### src/rtl/sc_window_counter_pkg.sv
// Shared stochastic-computing package: types common to the SC blocks.
// Only width-independent items live here; anything derived from WIDTH
// stays inside the modules that own the parameter.
package sc_window_counter_pkg;

  // Window-counter control states
  typedef enum logic [1:0] {
    ST_IDLE  = 2'd0,
    ST_ACCUM = 2'd1,
    ST_DONE  = 2'd2
  } sc_state_e;

endpackage : sc_window_counter_pkg

### src/rtl/sc_window_counter_if.sv
// Handshake bundle for the window counter: start, bitstream input with
// valid/ready, and the result channel with valid/ready.
interface sc_window_counter_if #(
  parameter int WIDTH = 8
);
  logic             start;
  logic             in;
  logic             in_valid;
  logic             in_ready;
  logic             busy;
  logic             out_valid;
  logic             out_ready;
  logic [WIDTH:0]   out_uni;
  logic [WIDTH+1:0] out_bip;

  // Producer/consumer side
  modport master (
    output start, in, in_valid, out_ready,
    input  in_ready, busy, out_valid, out_uni, out_bip
  );

  // Counter side
  modport slave (
    input  start, in, in_valid, out_ready,
    output in_ready, busy, out_valid, out_uni, out_bip
  );
endinterface : sc_window_counter_if

### src/rtl/sc_window_timer.sv
// Sample counter for one window. Counts enabled cycles; WIDTH+1 bits so
// that N itself is representable. 'last' marks the enabled cycle that
// delivers the Nth sample.
module sc_window_timer #(
  parameter int WIDTH = 8
) (
  input  logic           clk,
  input  logic           rst,
  input  logic           clear,
  input  logic           enable,
  output logic [WIDTH:0] count,
  output logic           last
);

  localparam logic [WIDTH:0] N_MINUS_1 = {1'b0, {WIDTH{1'b1}}};

  logic [WIDTH:0] count_r;

  // Sample counter: reset/clear win over enable
  always_ff @(posedge clk) begin
    if (rst) begin
      count_r <= '0;
    end else if (clear) begin
      count_r <= '0;
    end else if (enable) begin
      count_r <= count_r + {{WIDTH{1'b0}}, 1'b1};
    end else begin
      count_r <= count_r;
    end
  end

  assign count = count_r;
  assign last  = enable && (count_r == N_MINUS_1);

endmodule : sc_window_timer

### src/rtl/sc_window_counter.sv
// Stochastic-bitstream window counter: counts the 1-bits in a window of
// N = 2^WIDTH accepted samples and presents the result as an unsigned
// count and as a bipolar value 2*ones - N.
module sc_window_counter
  import sc_window_counter_pkg::*;
#(
  parameter int WIDTH = 8
) (
  input logic                clk,
  input logic                rst,
  sc_window_counter_if.slave bus
);

  // N sign-extended into the bipolar width
  localparam logic [WIDTH+1:0] N_EXT = {2'b01, {WIDTH{1'b0}}};

  sc_state_e      state_r;
  logic [WIDTH:0] ones_r;
  logic           in_ready_r;
  logic           busy_r;
  logic           out_valid_r;

  logic           accept_s;
  logic           clear_s;
  logic           last_s;
  logic [WIDTH:0] count_s;
  logic           unused_count_s;

  // Accept qualifier and window-open (counter clear) decode
  always_comb begin
    accept_s = bus.in_valid & in_ready_r;
    clear_s  = 1'b0;
    case (state_r)
      ST_IDLE:  clear_s = bus.start;
      ST_DONE:  clear_s = bus.start & bus.out_ready;
      default:  clear_s = 1'b0;
    endcase
  end

  sc_window_timer #(.WIDTH(WIDTH)) u_timer (
    .clk    (clk),
    .rst    (rst),
    .clear  (clear_s),
    .enable (accept_s),
    .count  (count_s),
    .last   (last_s)
  );

  // The timer's running count is only needed for its 'last' decode
  assign unused_count_s = ^count_s;

  // Control FSM with registered status flags and the ones accumulator
  always_ff @(posedge clk) begin
    if (rst) begin
      state_r     <= ST_IDLE;
      ones_r      <= '0;
      in_ready_r  <= 1'b0;
      busy_r      <= 1'b0;
      out_valid_r <= 1'b0;
    end else begin
      case (state_r)
        ST_IDLE: begin
          if (bus.start) begin
            state_r     <= ST_ACCUM;
            ones_r      <= '0;
            in_ready_r  <= 1'b1;
            busy_r      <= 1'b1;
            out_valid_r <= 1'b0;
          end else begin
            state_r <= ST_IDLE;
          end
        end
        ST_ACCUM: begin
          // start is deliberately ignored while a window is running
          if (accept_s) begin
            ones_r <= ones_r + {{WIDTH{1'b0}}, bus.in};
            if (last_s) begin
              state_r     <= ST_DONE;
              in_ready_r  <= 1'b0;
              out_valid_r <= 1'b1;
            end else begin
              state_r <= ST_ACCUM;
            end
          end else begin
            state_r <= ST_ACCUM;
          end
        end
        ST_DONE: begin
          if (bus.out_ready) begin
            out_valid_r <= 1'b0;
            if (bus.start) begin
              // back-to-back window, no idle bubble
              state_r    <= ST_ACCUM;
              ones_r     <= '0;
              in_ready_r <= 1'b1;
              busy_r     <= 1'b1;
            end else begin
              state_r    <= ST_IDLE;
              in_ready_r <= 1'b0;
              busy_r     <= 1'b0;
            end
          end else begin
            state_r <= ST_DONE;
          end
        end
        default: begin
          state_r     <= ST_IDLE;
          ones_r      <= '0;
          in_ready_r  <= 1'b0;
          busy_r      <= 1'b0;
          out_valid_r <= 1'b0;
        end
      endcase
    end
  end

  assign bus.in_ready  = in_ready_r;
  assign bus.busy      = busy_r;
  assign bus.out_valid = out_valid_r;
  assign bus.out_uni   = ones_r;
  assign bus.out_bip   = {ones_r, 1'b0} - N_EXT;

endmodule : sc_window_counter

### src/flat_wrapper.sv
// flat-port wrapper written by rule: the top's interface ports become plain ports
module sc_window_counter_flat import sc_window_counter_pkg::*;
#(
  parameter int WIDTH = 8
)
  (clk, rst, bus_start, bus_in, bus_in_valid, bus_out_ready, bus_in_ready, bus_busy, bus_out_valid, bus_out_uni, bus_out_bip);
  sc_window_counter_if #(.WIDTH(WIDTH)) bus_i ();
  input logic clk;
  input logic rst;
  input wire logic [$bits(bus_i.start)-1:0] bus_start;
  input wire logic [$bits(bus_i.in)-1:0] bus_in;
  input wire logic [$bits(bus_i.in_valid)-1:0] bus_in_valid;
  input wire logic [$bits(bus_i.out_ready)-1:0] bus_out_ready;
  output wire logic [$bits(bus_i.in_ready)-1:0] bus_in_ready;
  output wire logic [$bits(bus_i.busy)-1:0] bus_busy;
  output wire logic [$bits(bus_i.out_valid)-1:0] bus_out_valid;
  output wire logic [$bits(bus_i.out_uni)-1:0] bus_out_uni;
  output wire logic [$bits(bus_i.out_bip)-1:0] bus_out_bip;
  assign bus_i.start = bus_start;
  assign bus_i.in = bus_in;
  assign bus_i.in_valid = bus_in_valid;
  assign bus_i.out_ready = bus_out_ready;
  assign bus_in_ready = bus_i.in_ready;
  assign bus_busy = bus_i.busy;
  assign bus_out_valid = bus_i.out_valid;
  assign bus_out_uni = bus_i.out_uni;
  assign bus_out_bip = bus_i.out_bip;
  sc_window_counter #(.WIDTH(WIDTH)) u_core (.clk(clk), .rst(rst), .bus(bus_i));
endmodule
### config.mk
export PLATFORM = sky130hd
export DESIGN_NAME = sc_window_counter_flat
export DESIGN_NICKNAME = d
export VERILOG_FILES = /design/src/rtl/sc_window_counter_pkg.sv /design/src/rtl/sc_window_counter_if.sv /design/src/rtl/sc_window_timer.sv /design/src/rtl/sc_window_counter.sv /design/src/flat_wrapper.sv
export SDC_FILE = /design/constraint.sdc
export NUM_CORES = 1
export LEC_CHECK = 0
export ABC_CLOCK_PERIOD_IN_PS = 1650
export CAP_MARGIN = 20
export CORE_MARGIN = 2
export CORE_UTILIZATION = 49
export CTS_CLUSTER_SIZE = 28
export DETAILED_ROUTE_END_ITERATION = 16
export PLACE_DENSITY_LB_ADDON = 0.08
export SETUP_SLACK_MARGIN = 0.02
export SYNTH_ARGS = -nofsm -noshare
export SYNTH_HDL_FRONTEND = slang
export SYNTH_SLANG_ARGS = --single-unit
export TNS_END_PERCENT = 30
### constraint.sdc
create_clock -name clk -period 1.65 [get_ports clk]
set_input_delay 0.33 -clock clk [delete_from_list [all_inputs] [get_ports clk]]
set_output_delay 0.33 -clock clk [all_outputs]
set_load 0.1 [all_outputs]
==> results of run 1 <==
-- critical path: stages --
cell and delay [ns]:
clkdlybuf4s50_1 0.48, nand2b_4 0.13, a21oi_1 0.06, buf_4 0.18
or4_1 0.52, a21oi_1 0.13
-- synthesized netlist by cell type, types with 2 or more instances --
cell type,number
a211oi_1,2
a21o_1,2
a21oi_1,15
buf_4,8
clkbuf_1,2
dfxtp_1,23
ha_1,4
inv_1,5
nand2_1,10
nand2b_1,3
nand3_1,4
nand4_1,6
nor2_1,13
nor3_1,2
o21ai_0,5
o31ai_1,5
or3_1,2
or4_1,5
xnor2_1,4
xor2_1,3
-- worst paths after layout --
check | start | endpoint | cells after the start
worst max-delay path | bus_out_ready | u_core.bus.out_uni[6]$_SDFFE_PP0P_ | 6
worst min-delay path | bus_in | u_core.bus.out_uni[0]$_SDFFE_PP0P_ | 4
worst max register to register | u_core.u_timer.count[3]$_SDFFE_PP0P_ | u_core.state_r[0]$_SDFF_PP0_ | 7
worst min register to register | u_core.u_timer.count[1]$_SDFFE_PP0P_ | u_core.u_timer.count[1]$_SDFFE_PP0P_ | 2
-- logic make-up (layout without fill, tap and decap cells) --
family                     after synthesis  count (layout)
muxes                                    1               1
DFF                                     23              23
adders and majority gates                4               4
other                                    1               1
buffers and inverters                   18              55
AOI/OAI and AO/OA                       35              35
xor gates and xnor gates                 7               7
and+or+nand+nor                         52              52
-- per-stage QoR --
step / power, mW / worst slack (ns) / util, %
detailed placement: 0.7675 / -0.2978 / 79.88
global placement: 0.7625 / -0.2508 / 79.88
global route: 1.086 / 0.002787 / 85.65
finish: 1.042 / 0.06044 / 85.65
CTS: 1.032 / 0.03148 / 81.20
floorplan: 0.6963 / -0.04542 / -
-- state kept, by name, indices dropped and copies added (netlist names) --
register and count:
u_core.bus.busy 1, u_core.bus.in_ready 1, u_core.u_timer.count 9, u_core.bus.out_uni 9, u_core.bus.out_valid 1, u_core.state_r 2
-- power by group --
| group | switching [mW] | total (mW) | internal [mW] |
|---|---|---|---|
| clock | 0.176 | 0.267 | 0.0910 |
| combinational | 0.118 | 0.203 | 0.0851 |
| sequential | 0.0134 | 0.571 | 0.558 |
| total | 0.308 | 1.04 | 0.734 |
-- layer usage --
layer  GRT usage, %  routed length, um  up-vias
li1               -                  -      573
met1          26.86               1189      553
met2          40.95               1538       40
met3          4.722                130        9
met4          11.11                 74        0
met5              0                  0        -
-- layout make-up --
class	instances	area share (%)
Sequential cell	23	25.16
Clock inverter	1	0.2567
Clock buffer	3	1.155
Tap cell	28	1.797
Multi-Input combinational cell	100	38.51
Inverter	5	1.155
Timing Repair Buffer	46	31.96
-- placed cells by master, fill, tap and decap left out, types with 2 or more instances in the layout --
master / Yosys / final
nand4_1: 6 / 6
buf_4: 8 / 20
a21oi_1: 15 / 13
a21o_1: 2 / 2
dfxtp_4: 0 / 5
dfxtp_1: 23 / 9
xor2_1: 3 / 3
o31ai_1: 5 / 4
or4_1: 5 / 4
clkdlybuf4s50_1: 0 / 4
a21oi_2: 0 / 2
ha_4: 0 / 3
inv_1: 5 / 4
xnor2_1: 4 / 3
buf_12: 0 / 21
a211oi_1: 2 / 2
clkbuf_4: 0 / 3
nor3_1: 2 / 2
nand2b_4: 1 / 2
nand3_1: 4 / 3
or3_1: 2 / 2
nand2_1: 10 / 10
nor2_1: 13 / 12
o21ai_0: 5 / 5
dfxtp_2: 0 / 9
-- what timing repair did --
item                       CTS  global route
setup buffers                0             4
setup endpoints to repair    1            11
gates resized for setup      1            20
pin swaps                    0             4
hold endpoints to repair     0             0
==> reports/qor.yml, run 1 <==
clock_network:
  htreeDepth: 1
  cts_num_sinks: 23
  worstSkewPairLatency_ns: 0.32
  clockBufferDepth: 2
  hold_buffers: 0
  cts_tree: "built"
  cts-root-buf: "clkbuf_4"
  cts_buffers: 3
  path_clk_slew_ns: 0.13
global_route:
  grt.total_usage_pct: 23.28
  grt_pass1_wl_mm: 4.774
  grt_pass1_vias: 1095
  grt_remaining_overflow: 0
  grt_max_degree: 16
  antenna_found_initial: 0
yosys:
  netlist_area_mm2: 0.001206
  synth_flop_cell: "dfxtp_1"
  yosysWarningCount: 0
  syn-num-nets: 151
  synth_simple_gate_area_share_pct: 22.93
  synth_top_family_by_area: "simple AND/OR/NAND/NOR gates"
  synth_top_area_share_pct: 38.17
  synth_compound_area_share_pct: 19.50
  synth_edf_count: 0
  synthMuxAreaShare_pct: 0.8299
  ys_top_cells_by_area: "dfxtp_1 38%, a21oi_1 6.2%, buf_4 5.0%, ha_1 4.1%, nor2_1 4.0%"
  synth.avg_cell_area_um2: 8.554
  yosysTopAreaCell: "dfxtp_1"
  synthXorXnorAreaFrac_pct: 5.083
  yosysSeqAreaShare_pct: 38.17
  synth-adder-area-share_pct: 4.149
  ys_types: 38
  ys_ff_latch: 23
  netlist_instances: 141
  async_flop_share_pct: 0
sta:
  fin_crit_ns: 1.590
  skew_ns: 0.006795
  finalSetupViolCount: 0
  tns_ns: 0
  slew_viol_final: 0
  fmax_mhz: 629.1
  hold_viol: 0
  fin_hold_ws_ns: 0.4943
  post-route-period-util_pct: 96.34
  rsz0062_at_grt: "no"
layout:
  drive_gt1_share_pct: 46.07
  fin_nets: 189
  n_antenna_cell: 0
  fillers: 112
  synthToLayoutAreaGrowth_pct: 61.62
  ff_latch_area_um2: 490.5
  post-route-cell-area_mm2: 0.001949
  final_cell_count_no_fill: 206
  multi_input_area_um2: 750.7
die:
  die_h_um: 53.62
  core_mm2: 0.002276
  initial_core_util_pct: 53.00
  die_area_mm2: 0.002875
  rows: 17
  num_io_pins: 28
  die_w_um: 53.62
pwr:
  leakage_nw: 0.6901
  vdd_drop_max_uv: 592.2
  cellPowerDensity_mw_per_mm2: 534.4
critical_path:
  crit_required_ns: 1.91
  ff2ff_setup_slack_ns: 0.10
  end_kind: "flop"
  crit_fanout: 15
  cp.arrival_ns: 1.85
  worstSetupPathType: "primary input to flop"
  start_kind: "primary input"
placed_design:
  io_buffers: 26
  dp_hpwl_mm: 2.096
  dpl.cell_count: 198
  place_area_mm2: 0.001818
  place.gp.congestion: 0.7785
detailed_routing:
  dr.first_iter.drc_count: 25
  remaining_drc_errors: 0
  vias_per_cell: 5.704
  wl_mm: 2.932
  drtPass1Iterations: 4
  routedWlPerCell_um: 14.23
  routed-via-count: 1175
  antenna_left: 0
flow_run:
  drv_cap: 0
min_path:
  hold_path_class: "primary input to flop"
status:
  status: "completed"
No activity file was read; power rests on OpenSTA's default activity.
==> run 2, diff against run 1 <==
- ABC_CLOCK_PERIOD_IN_PS: 1650 -> 1400
- CORE_UTILIZATION: 49 -> 44
- clock period: 1.65 -> 1.4 ns (I/O delays scaled with it)
==> reports/qor.yml, run 2 (synthesized netlist as in run 1, its figures left out) <==
status:
  status: "complete, but fails checks"  # was completed
  violations: "setup timing"
clock_network:
  path_clk_slew_ns: 0.13  # about the same
  clockBufferDepth: 2  # unchanged
  cts_buffers: 3  # unchanged
  worstSkewPairLatency_ns: 0.33  # was 0.32 ns
  htreeDepth: 1  # unchanged
  cts-root-buf: "clkbuf_4"  # unchanged
  cts_num_sinks: 23  # unchanged
  hold_buffers: 0  # unchanged
  cts_tree: "built"  # unchanged
sta:
  rsz0062_at_grt: "yes"  # was no
  post-route-period-util_pct: 102.2
  fmax_mhz: 699.0
  slew_viol_final: 0  # unchanged
  finalSetupViolCount: 3  # was 0
  fin_crit_ns: 1.431
  skew_ns: 0.005129  # was 0.006795 ns
  fin_ws_ns: -0.03071  # was 0.06044 ns
  hold_viol: 0  # unchanged
critical_path:
  crit_fanout: 3  # was 15
  ff2ff_setup_slack_ns: -0.03  # was 0.10 ns
  crit_required_ns: 1.63  # was 1.91 ns
  worstSetupPathType: "flop to flop"  # was primary input to flop
  slowest_stage: "dfxtp_2"  # was or4_1
  cp.arrival_ns: 1.66  # was 1.85 ns
  cp_slowest_stage_delay_ns: 0.38  # was 0.52 ns
  start_kind: "flop"  # was primary input
  end_kind: "flop"  # unchanged
  path_cells: "ha_4, nand3_2, nor2_2, ha_2, nand3_4, a21oi_2, a2bb2oi_1, nor2_1"  # was clkdlybuf4s50_1, nand2b_4, a21oi_1, buf_4, or4_1, a21oi_1
placed_design:
  place.gp.congestion: 0.7918  # was 0.7785
  io_buffers: 26  # unchanged
  dp_hpwl_mm: 2.209  # was 2.096 mm
  place_area_mm2: 0.001958  # was 0.001818 mm^2
die:
  core_mm2: 0.002545  # was 0.002276 mm^2
  die_w_um: 56.36  # was 53.62 um
  initial_core_util_pct: 47.39  # was 53.00%
  rows: 18  # was 17
  die_h_um: 56.36  # was 53.62 um
  num_io_pins: 28  # unchanged
  die_area_mm2: 0.003176  # was 0.002875 mm^2
detailed_routing:
  drtPass1Iterations: 4  # unchanged
  remaining_drc_errors: 0  # unchanged
  antenna_left: 0  # unchanged
  wl_met2_mm: 1.722  # was 1.538 mm
  routedWlPerCell_um: 14.19  # was 14.23 um
  vias_per_cell: 5.500  # was 5.704
  wl_mm: 3.235  # was 2.932 mm
  maxUsedRoutingLayer: "met4"  # unchanged
  m1WireLength_mm: 1.342  # was 1.189 mm
  dr.first_iter.drc_count: 25  # unchanged
  wl_met3_um: 120  # was 130 um
  routed-via-count: 1254  # was 1,175
layout:
  fin_nets: 209  # was 189
  drive_gt1_share_pct: 52.53  # was 46.07%
  fin_util_pct: 83.73  # was 85.65%
  synthToLayoutAreaGrowth_pct: 76.66  # was 61.62%
  layout_commonest_cell: "buf_4"  # was buf_12
  layout_common_cells: "38 x buf_4, 21 x buf_12, 11 x a21oi_1, 11 x nor2_1"  # was 21 x buf_12, 20 x buf_4, 13 x a21oi_1, 12 x nor2_1, 10 x nand2_1
  post-route-cell-area_mm2: 0.002131  # was 0.001949 mm^2
  n_antenna_cell: 0  # unchanged
  fillers: 153  # was 112
global_route:
  grt.total_usage_pct: 22.20  # was 23.28%
  grt_max_degree: 14  # was 16
  grt_remaining_overflow: 0  # unchanged
  antenna_found_initial: 0  # unchanged
  grt_pass1_wl_mm: 5.595  # was 4.774 mm
  grt_pass1_vias: 1238  # was 1,095
flow_run:
  drv_cap: 0  # unchanged
pwr:
  cellPowerDensity_mw_per_mm2: 593.7  # was 534.4 mW/mm^2
  vdd_drop_max_uv: 668.9  # was 592.2 uV
  leakage_nw: 0.7974  # was 0.6901 nW
min_path:
  hold_path_class: "primary input to flop"  # unchanged
## run 2: worst max-delay path, delay by kind of cell, from the launching register on
| family | cells | cell delay (ns) |
|---|---|---|
| adders and majority gates | 2 | 0.36 |
| AOI/OAI and AO/OA | 2 | 0.28 |
| and+or+nand+nor | 4 | 0.32 |
| DFF | 1 | 0.38 |
## run 2: repair_timing
item | 4_1_cts | 5_1_grt
pin swaps | 13 | 6
setup buffers | 5 | 2
setup endpoints to repair | 18 | 23
gates resized for setup | 23 | 3
endpoints found under the hold margin | 0 | 0
gates cloned | 1 | 0
## run 2: metal layers
layer	vias to the layer above	track usage, %
met5	-	0
met4	0	8.163
met3	6	3.917
met2	36	40.17
met1	603	25.93
li1	609	-
## run 2: final cells by class
cell class / count / area (um^2) / share of cell area [%]
timing repair buffer: 66 / 773.2 / 36.29
multi-input combinational: 100 / 767.0 / 36.00
sequential: 23 / 503.0 / 23.61
tap: 30 / 37.54 / 1.762
clock buffer: 3 / 22.52 / 1.057
inverter: 5 / 22.52 / 1.057
clock inverter: 1 / 5.005 / 0.2349
## run 2: stage by stage
step / worst slack, ns / instances / hold WS [ns] / setup TNS (ns) / power [mW]
detailed placement: -0.4898 / 216 / 0.4991 / -6.878 / 0.9153
floorplan: -0.2954 / 141 / 0.4189 / -1.057 / 0.8144
global placement: -0.4315 / 216 / 0.4781 / -5.932 / 0.9081
CTS: -0.03407 / 226 / 0.4524 / -0.05794 / 1.263
global route: -0.1094 / 228 / 0.5006 / -0.8495 / 1.319
finish: -0.03071 / 228 / 0.4599 / -0.07321 / 1.265
## run 2: power breakdown
group	internal, mW	leakage (nW)	switching, mW	total, mW
Clock	0.107	0.0177	0.215	0.323
Combinational	0.125	0.584	0.158	0.283
Sequential	0.649	0.196	0.0100	0.659
Total	0.882	0.797	0.383	1.27
## run 2: worst paths after layout
path	start	endpoint	cells past startpoint
max	u_core.u_timer.count[1]$_SDFFE_PP0P_	u_core.state_r[0]$_SDFF_PP0_	8
min	bus_out_ready	u_core.state_r[0]$_SDFF_PP0_	4
max reg2reg	u_core.u_timer.count[1]$_SDFFE_PP0P_	u_core.state_r[0]$_SDFF_PP0_	8
min reg2reg	u_core.bus.busy$_SDFFE_PP0P_	u_core.bus.busy$_SDFFE_PP0P_	2
